===== src/rtl/div_unit_pkg.sv =====
// Shared definitions for the iterative divider: controller states and the
// default iteration count (one quotient bit per CALC cycle).
package div_unit_pkg;

   typedef enum logic [1:0] {
      S_IDLE  = 2'd0,
      S_CALC  = 2'd1,
      S_FIXUP = 2'd2,
      S_DONE  = 2'd3
   } div_state_e;

   localparam int DIV_ITERS = 32;

endpackage


===== src/rtl/div_negate.sv =====
// Conditional two's-complement negate; passes the value through when neg=0.
module div_negate #(
   parameter int WIDTH = 32
) (
   input  logic [WIDTH-1:0] value,
   input  logic             neg,
   output logic [WIDTH-1:0] result
);

   always_comb begin
      result = neg ? (~value + WIDTH'(1)) : value;
   end

endmodule


===== src/rtl/div_unit.sv =====
// Radix-2 restoring divider, signed/unsigned, one quotient bit per cycle.
// Results are registered in FIXUP and held until the next FIXUP.
module div_unit
   import div_unit_pkg::*;
#(
   parameter int WIDTH = DIV_ITERS,
   parameter int CNT_W = 6
) (
   input  logic             clk,
   input  logic             rst,
   input  logic             start,
   input  logic             sign,
   input  logic [WIDTH-1:0] dividend,
   input  logic [WIDTH-1:0] divisor,
   input  logic             flush,
   output logic             busy,
   output logic             done,
   output logic [WIDTH-1:0] quotient,
   output logic [WIDTH-1:0] remainder
);

   div_state_e       state_q, state_d;
   logic             sign_q;
   logic             dz_q;
   logic [WIDTH-1:0] dvd_q;
   logic [WIDTH-1:0] dvs_q;
   logic [WIDTH-1:0] dvs_mag_q;
   logic [WIDTH-1:0] acc_q;
   logic [WIDTH-1:0] rem_q;
   logic [CNT_W-1:0] cnt_q;

   logic [WIDTH-1:0] dvd_mag, dvs_mag;
   logic [WIDTH-1:0] q_fix, r_fix;
   logic             q_neg, r_neg;
   logic [WIDTH:0]   partial, diff;
   logic             ge;
   logic             last_iter;

   div_negate #(.WIDTH(WIDTH)) u_neg_dvd (
      .value (dividend),
      .neg   (sign & dividend[WIDTH-1]),
      .result(dvd_mag)
   );

   div_negate #(.WIDTH(WIDTH)) u_neg_dvs (
      .value (divisor),
      .neg   (sign & divisor[WIDTH-1]),
      .result(dvs_mag)
   );

   assign q_neg = sign_q & (dvd_q[WIDTH-1] ^ dvs_q[WIDTH-1]);
   assign r_neg = sign_q & dvd_q[WIDTH-1];

   div_negate #(.WIDTH(WIDTH)) u_neg_quo (
      .value (acc_q),
      .neg   (q_neg),
      .result(q_fix)
   );

   div_negate #(.WIDTH(WIDTH)) u_neg_rem (
      .value (rem_q),
      .neg   (r_neg),
      .result(r_fix)
   );

   // Partial remainder stays below the divisor, so WIDTH+1 bits hold the shifted value.
   always_comb begin
      partial   = {rem_q, acc_q[WIDTH-1]};
      diff      = partial - {1'b0, dvs_mag_q};
      ge        = (partial >= {1'b0, dvs_mag_q});
      last_iter = (cnt_q == CNT_W'(WIDTH-1));
   end

   always_ff @(posedge clk) begin
      if (rst) begin
         state_q <= S_IDLE;
      end else begin
         state_q <= state_d;
      end
   end

   always_comb begin
      state_d = state_q;
      if (flush) begin
         state_d = S_IDLE;
      end else begin
         case (state_q)
            S_IDLE:  if (start) state_d = S_CALC;
            S_CALC:  if (last_iter) state_d = S_FIXUP;
            S_FIXUP: state_d = S_DONE;
            S_DONE:  state_d = S_IDLE;
            default: state_d = S_IDLE;
         endcase
      end
   end

   always_comb begin
      busy = (state_q != S_IDLE);
      done = (state_q == S_DONE);
   end

   always_ff @(posedge clk) begin
      if (rst) begin
         sign_q    <= 1'b0;
         dz_q      <= 1'b0;
         dvd_q     <= '0;
         dvs_q     <= '0;
         dvs_mag_q <= '0;
         acc_q     <= '0;
         rem_q     <= '0;
         cnt_q     <= '0;
         quotient  <= '0;
         remainder <= '0;
      end else if (!flush) begin
         case (state_q)
            S_IDLE: begin
               if (start) begin
                  sign_q    <= sign;
                  dz_q      <= (divisor == '0);
                  dvd_q     <= dividend;
                  dvs_q     <= divisor;
                  dvs_mag_q <= dvs_mag;
                  acc_q     <= dvd_mag;
                  rem_q     <= '0;
                  cnt_q     <= '0;
               end
            end
            S_CALC: begin
               acc_q <= {acc_q[WIDTH-2:0], ge};
               rem_q <= ge ? diff[WIDTH-1:0] : partial[WIDTH-1:0];
               cnt_q <= cnt_q + CNT_W'(1);
            end
            S_FIXUP: begin
               // Divide-by-zero bypasses the sign fixup entirely.
               quotient  <= dz_q ? '1 : q_fix;
               remainder <= dz_q ? dvd_q : r_fix;
            end
            default: ;
         endcase
      end
   end

endmodule


===== config.mk =====
export PLATFORM = sky130hd
export DESIGN_NAME = div_unit
export DESIGN_NICKNAME = d
export VERILOG_FILES = /design/src/rtl/div_unit_pkg.sv /design/src/rtl/div_negate.sv /design/src/rtl/div_unit.sv
export SDC_FILE = /design/constraint.sdc
export NUM_CORES = 1
export LEC_CHECK = 0
export BUFFER_PORTS_ARGS = -buffer_cell sky130_fd_sc_hd__buf_2
export CORE_ASPECT_RATIO = 0.7
export CORE_MARGIN = 2
export CORE_UTILIZATION = 54
export CTS_BUF_LIST = sky130_fd_sc_hd__clkbuf_16
export CTS_CLUSTER_DIAMETER = 30
export DETAILED_ROUTE_END_ITERATION = 8
export GPL_ROUTABILITY_DRIVEN = 0
export PLACE_DENSITY = 0.77
export RECOVER_POWER = 50
export REMOVE_ABC_BUFFERS = 1
export SETUP_SLACK_MARGIN = 0.02
export SYNTH_ARGS = -nofsm -noshare
export SYNTH_HDL_FRONTEND = slang
export SYNTH_SLANG_ARGS = --single-unit
export TNS_END_PERCENT = 30

===== constraint.sdc =====
create_clock -name clk -period 2.7 [get_ports clk]
set_input_delay 0 -clock clk [delete_from_list [all_inputs] [get_ports clk]]
set_output_delay 0 -clock clk [all_outputs]
set_load 0.01 [all_outputs]

# Yosys cells after proc, flatten, opt, wreduce, memory -nomap -nowiden
# Index checks and enable logic that the tools add are counted.
[op_classes]
reduce_logical = 9
n_mux = 16
bitwise = 10
eq_ne = 6
magnitude_cmp = 1
n_addsub = 6
[op_table]
columns = ["operator", "n"]
rows = [
  ["$mux 32", 9],
  ["$add 32x1->32 const B", 4],
  ["$not 32->32", 4],
  ["$pmux 32 s2", 2],
  ["$ge 33x32->1", 1],
  ["$logic_not 32->1", 1],
  ["$sub 32x32->32", 1],
  ["$pmux 6 s2", 1],
  ["$pmux 2 s4", 1],
  ["$add 6x1->6 const B", 1],
  ["$eq 6x5->1 const B", 1],
  ["$mux 6", 1],
  ["$reduce_and 3->1", 2],
  ["$and 1x1->1", 4],
  ["$eq 2x2->1 const B", 2],
  ["$mux 2", 2],
  ["$ne 2x2->1 const B", 2],
  ["$reduce_and 2->1", 2],
  ["$reduce_bool 2->1", 2],
  ["$eq 2x1->1 const B", 1],
  ["$logic_not 2->1", 1],
  ["$reduce_or 2->1", 1],
  ["$not 1->1", 1],
  ["$xor 1x1->1", 1],
]
[word_totals]
input_bits = 69
register_bits = 234
output_inout_bits = 66
word_cells = 59

# Longest topological paths before layout
[depth]
ltp_word = 5
mapped_depth = 13
mapped_depth_nobuf = 13

# Hierarchy
# A second synthesis with hierarchy kept.
[hier_totals]
hier_cells = 1622
area_unflattened_um2 = 12996.2
[by_module_without_submodules]
columns = ["mod", "seq_area_each_um2", "area_each_um2", "cells_per_inst", "instances"]
rows = [
  ["div_unit", 4063.9, 9888.2, 1226, 1],
  ["div_negate", 0.0, 777.0, 99, 4],
]

# Worst setup path before layout
# OpenSTA, ideal clock, no wires.
[synth_timing]
path_kind = "register to register"
startpoint = "register acc_q[31]"
endpoint = "register rem_q[30]"
stages_incl_launch_ff = 14
n_path_buf = 0
arrival_time_ns = 2.795
setup_slack_ns = -0.223
cell_sequence = "dfxtp_1 -> inv_1 -> ha_1 -> inv_1 -> fa_1 -> a21oi_1 -> o2111ai_1 -> and2_1 -> o221ai_1 -> o221ai_1 -> a311oi_1 -> o21ai_0 -> xnor2_1 -> o21ai_0"
[synth_between]
elab_chain_len = 3
[synth_rtl]
columns = ["element", "line", "source"]
rows = [
  ["start, declared", "div_unit.sv:28", "logic [WIDTH-1:0] acc_q;"],
  ["start signal, assigned", "div_unit.sv:123", "acc_q <= dvd_mag;"],
  ["start signal, assigned", "div_unit.sv:129", "acc_q <= {acc_q[WIDTH-2:0], ge};"],
  ["$sub 32x32->32 / $ge 33x32->1 (equally long branches)", "div_unit.sv:69, div_unit.sv:70", ""],
  ["$mux 32 *", "div_unit.sv:130", "rem_q <= ge ? diff[WIDTH-1:0] : partial[WIDTH-1:0];"],
  ["$pmux 32 s2 *", "div_unit.sv:115", "case (state_q)"],
  ["end signal, assigned", "div_unit.sv:130", ""],
  ["end, declared", "div_unit.sv:29", "logic [WIDTH-1:0] rem_q;"],
]
# Mark *: on every way between the ends. The rest lies on a longest branch, timed or not.
# A chain may end at the register's enable or synchronous reset.

# Final worst setup path
[layout_timing]
startpoint = "register dvs_mag_q[1]"
endpoint = "register rem_q[25]"
[layout_between]
elab_chain_len = 3
[layout_rtl]
columns = ["element", "line", "source"]
rows = [
  ["start, declared", "div_unit.sv:27", "logic [WIDTH-1:0] dvs_mag_q;"],
  ["start signal, assigned", "div_unit.sv:122", "dvs_mag_q <= dvs_mag;"],
  ["$sub 32x32->32 / $ge 33x32->1 (equally long branches)", "div_unit.sv:69, div_unit.sv:70", ""],
  ["$mux 32 *", "div_unit.sv:130", ""],
  ["$pmux 32 s2 *", "div_unit.sv:115", ""],
]
# Marks and branches as above.

==> impl_metrics.xml <==
<?xml version="1.0" encoding="UTF-8"?>
<metrics>
  <group name="setup_path">
    <metric name="r2r-start" unit="">dvs_mag_q[1]</metric>
    <metric name="cp_data_arrival_time" unit="ps">3260</metric>
    <metric name="timing.critical_path.required" unit="ps">3120</metric>
    <metric name="critical_path_endpoint" unit="">rem_q[25]</metric>
    <metric name="critical_path_peak_fanout" unit="">3</metric>
    <metric name="reg2reg_to" unit="">rem_q[25]</metric>
    <metric name="ws_path_type" unit="">reg2reg</metric>
    <metric name="setup_crit_end_kind" unit="">flop</metric>
    <metric name="crit_path_start" unit="">dvs_mag_q[1]</metric>
    <metric name="r2r_setup_slack" unit="ps">-140</metric>
    <metric name="worst-r2r-cell-count" unit="">12</metric>
    <metric name="worst_setup_start_kind" unit="">flop</metric>
  </group>
  <group name="route">
    <metric name="route.antenna.remaining_nets" unit="">0</metric>
    <metric name="route.detailed.drc" unit="">0</metric>
    <metric name="num_vias" unit="">13055</metric>
    <metric name="vias_per_cell" unit="">6.01</metric>
    <metric name="drt-total-wl" unit="um">38600</metric>
    <metric name="drt-wirelength-per-cell" unit="um">17.8</metric>
    <metric name="drtIter0Drc" unit="">1537</metric>
    <metric name="first_pass_iters" unit="">7</metric>
  </group>
  <group name="synth">
    <metric name="synth_top_family_by_area" unit="">compound AO/OA/AOI/OAI gates</metric>
    <metric name="synth_cell_type_count" unit="">64</metric>
    <metric name="syn-mean-instance-area" unit="um^2">7.64</metric>
    <metric name="synth.cell_area" unit="um^2">12000</metric>
    <metric name="post_synth_and_or_nand_nor_area_fraction" unit="%">21.5</metric>
    <metric name="synth-main-ff-cell" unit="">dfxtp_1</metric>
    <metric name="multiplexer_share_of_the_synthesized_area" unit="%">1.51</metric>
    <metric name="synth-adder-area-share" unit="%">4.46</metric>
    <metric name="synthCells" unit="">1565</metric>
    <metric name="synth_enable_flop_cells" unit="">0</metric>
    <metric name="synth-xor-area-share" unit="%">10.5</metric>
    <metric name="synth_compound_area_share" unit="%">23.2</metric>
    <metric name="synth_async_sr_flop_share" unit="%">0</metric>
    <metric name="synth_sequential_area_ratio" unit="%">34.0</metric>
    <metric name="ys_warn_count" unit="">0</metric>
    <metric name="post_synthesis_register_bit_count" unit="">203</metric>
  </group>
  <group name="run">
    <metric name="maxCapViolations" unit="">0</metric>
  </group>
  <group name="place">
    <metric name="buffer_ports.inserted" unit="">134</metric>
    <metric name="dp_slack" unit="ps">-263</metric>
    <metric name="placed_area" unit="um^2">13600</metric>
    <metric name="dp_cells" unit="">2000</metric>
    <metric name="post-dp-hpwl" unit="um">24700</metric>
  </group>
  <group name="clocking">
    <metric name="tritoncts_clock_tree" unit="">done</metric>
    <metric name="cts_num_sinks" unit="">203</metric>
    <metric name="clock_latency" unit="ps">500</metric>
    <metric name="cts_max_level" unit="">2</metric>
    <metric name="clock_path_buffers" unit="">3</metric>
    <metric name="cts-root-buf" unit="">clkbuf_16</metric>
    <metric name="cts-buffers-inserted" unit="">36</metric>
    <metric name="cts.reportedPaths.clkPinSlew" unit="ps">50</metric>
  </group>
  <group name="final_layout">
    <metric name="most_used_cells_in_the_layout_excluding_fill_and_tap_cells" unit="">nand2_1 (236), dfxtp_1 (195), nor2_1 (170)</metric>
    <metric name="post-route-cell-area" unit="um^2">16200</metric>
    <metric name="flow.area_growth_from_synthesis" unit="%">35.6</metric>
    <metric name="final_cell_count_no_fill" unit="">2172</metric>
    <metric name="final_net_count" unit="">1978</metric>
    <metric name="insertedDiodeCount" unit="">0</metric>
    <metric name="final_layout_size_suffix_gt1_share" unit="%">20.2</metric>
    <metric name="post-route-util" unit="%">74.7</metric>
    <metric name="final_common_cell" unit="">nand2_1</metric>
  </group>
  <group name="floorplan">
    <metric name="die_y" unit="um">129</metric>
    <metric name="placementRows" unit="">45</metric>
    <metric name="chipWidth" unit="um">182</metric>
    <metric name="io-pin-count" unit="">135</metric>
    <metric name="floorplan.initialDensity" unit="%">55.0</metric>
    <metric name="core_area" unit="um^2">21700</metric>
    <metric name="die_area" unit="um^2">23400</metric>
  </group>
  <group name="hold_path">
    <metric name="holdPathStages" unit="">4</metric>
    <metric name="hp-class" unit="">in2reg</metric>
  </group>
  <group name="timing">
    <metric name="report.final.slew_viol_count" unit="">0</metric>
    <metric name="hold_ws" unit="ps">27.7</metric>
    <metric name="tns" unit="ps">-783</metric>
    <metric name="worst-slew-pin-transition" unit="ps">1070</metric>
    <metric name="slew-limit-headroom" unit="%">28.8</metric>
    <metric name="rsz0062_at_grt" unit="">true</metric>
    <metric name="finalWorstSetupSlack" unit="ps">-136</metric>
    <metric name="report.final.hold_viol_count" unit="">0</metric>
    <metric name="clock_skew" unit="ps">15.8</metric>
    <metric name="number_of_setup_violations_in_the_final_report" unit="">22</metric>
    <metric name="period_utilization" unit="%">105</metric>
    <metric name="post-route-min-period" unit="ps">2840</metric>
    <metric name="maxClockFrequency" unit="MHz">353</metric>
  </group>
  <group name="grt">
    <metric name="overflow" unit="">0</metric>
    <metric name="grt_antenna_before_repair" unit="">0</metric>
    <metric name="first_pass_grt_wire_length" unit="um">59100</metric>
    <metric name="first_global_vias" unit="">11892</metric>
    <metric name="grt_use_total" unit="%">30.7</metric>
    <metric name="grt_start_max_net_pins" unit="">115</metric>
  </group>
  <group name="pwr">
    <metric name="power.total" unit="mW">9.29</metric>
    <metric name="standby_leakage_power" unit="nW">6.22</metric>
    <metric name="power.density_cell_area" unit="nW/um^2">572</metric>
    <metric name="ir_drop" unit="V">0.000414</metric>
  </group>
  <group name="run_status">
    <metric name="failed_checks" unit="">negative setup slack</metric>
    <metric name="run_status" unit="">complete, but fails checks</metric>
  </group>
</metrics>
-- logic make-up (layout without fill, tap and decap cells) --
kind of cell | after synthesis | after routing
AND/OR/NAND/NOR | 571 | 571
AO/OA/AOI/OAI | 433 | 433
flip-flops | 203 | 203
buffers and inverters | 154 | 479
XOR/XNOR | 144 | 144
adder cells (fa/ha/maj) | 42 | 42
multiplexers | 18 | 18
-- where the power goes --
part / switching, mW / internal, mW / total [mW]
sequential: 0.0809 / 3.10 / 3.18
combinational: 0.890 / 0.741 / 1.63
clock: 1.52 / 2.95 / 4.47
-- area by class of cell --
class                      count  area [um^2]
clock inverter                24          256
multi-input combinational   1208         7830
timing repair buffer         357         2560
tap                          282          353
sequential                   203         4080
inverter                      61          229
clock buffer                  37          926
fill                        1609         5510
-- flip-flops by register name (all words and copies together) (netlist names) --
| register | cells |
|---|---|
| acc_q | 32 |
| dvd_q | 32 |
| quotient | 32 |
| rem_q | 32 |
| remainder | 32 |
| dvs_mag_q | 31 |
| cnt_q | 6 |
| dvs_q | 2 |
| state_q | 2 |
| dz_q | 1 |
| sign_q | 1 |
-- synthesized netlist by cell type (all sizes together) (5+ instances only) --
library cell / instances / area (um^2)
nand2: 238 / 896
dfxtp: 203 / 4060
nor2: 176 / 661
a21oi: 146 / 734
o21ai: 103 / 515
clkbuf: 85 / 320
xnor2: 77 / 674
xor2: 67 / 587
inv: 61 / 229
a211oi: 54 / 415
nor3: 43 / 220
ha: 41 / 513
a222oi: 30 / 300
nand3: 23 / 120
o31ai: 23 / 191
mux2i: 18 / 180
or3: 18 / 123
a31oi: 15 / 93.8
nor4: 11 / 114
a311oi: 10 / 87.6
nand2b: 10 / 62.6
a21o: 9 / 67.6
and3: 9 / 56.3
o41ai: 9 / 86.3
and2: 8 / 50.1
buf: 8 / 35.0
nand4: 8 / 50.1
a22oi: 7 / 57.6
or4: 7 / 67.6
o21bai: 6 / 45.0
nand3b: 5 / 37.5
nor2b: 5 / 31.3
nor3b: 5 / 37.5
-- worst max-delay path, cell delays in order, from the launching register on --
cell and delay [ps]:
dfxtp_2 340, inv_2 60, ha_4 220, nor2b_2 160
o31a_1 300, a211oi_4 320, o221ai_4 200, buf_4 170
buf_4 130, a31oi_1 320, o21ai_0 210, xnor2_1 160
o21ai_0 160
-- how the worst min path moves through the flow --
stage / start / end / slack [ps]
3_5_place_dp: rst / dvd_q[20] / 280
6_report: divisor[2] / dvs_mag_q[3] / 30
2_1_floorplan: rst / quotient[31] / 60
4_1_cts: start / state_q[0] / 20
5_1_grt: start / state_q[0] / 40
3_3_place_gp: rst / remainder[19] / 270
-- routing by layer --
layer / up-vias / share of wire (%) / wire length, um / track usage, %
li1: 6137 / - / - / -
met1: 6172 / 44 / 17100 / 43.1
met2: 645 / 44 / 17200 / 49.1
met3: 101 / 8.6 / 3330 / 5.09
met5: - / 0 / 0 / 0
met4: 0 / 2.6 / 1020 / 8.59
-- what timing repair did --
item                                    CTS  global route
hold endpoints to repair                 85             0
hold buffers                             72             0
setup buffers                            24            14
pin swaps                                18            39
gates cloned                              1             0
endpoints found under the setup margin   34            55
resized for setup                        46            76
(Power assumes the default switching activity.)
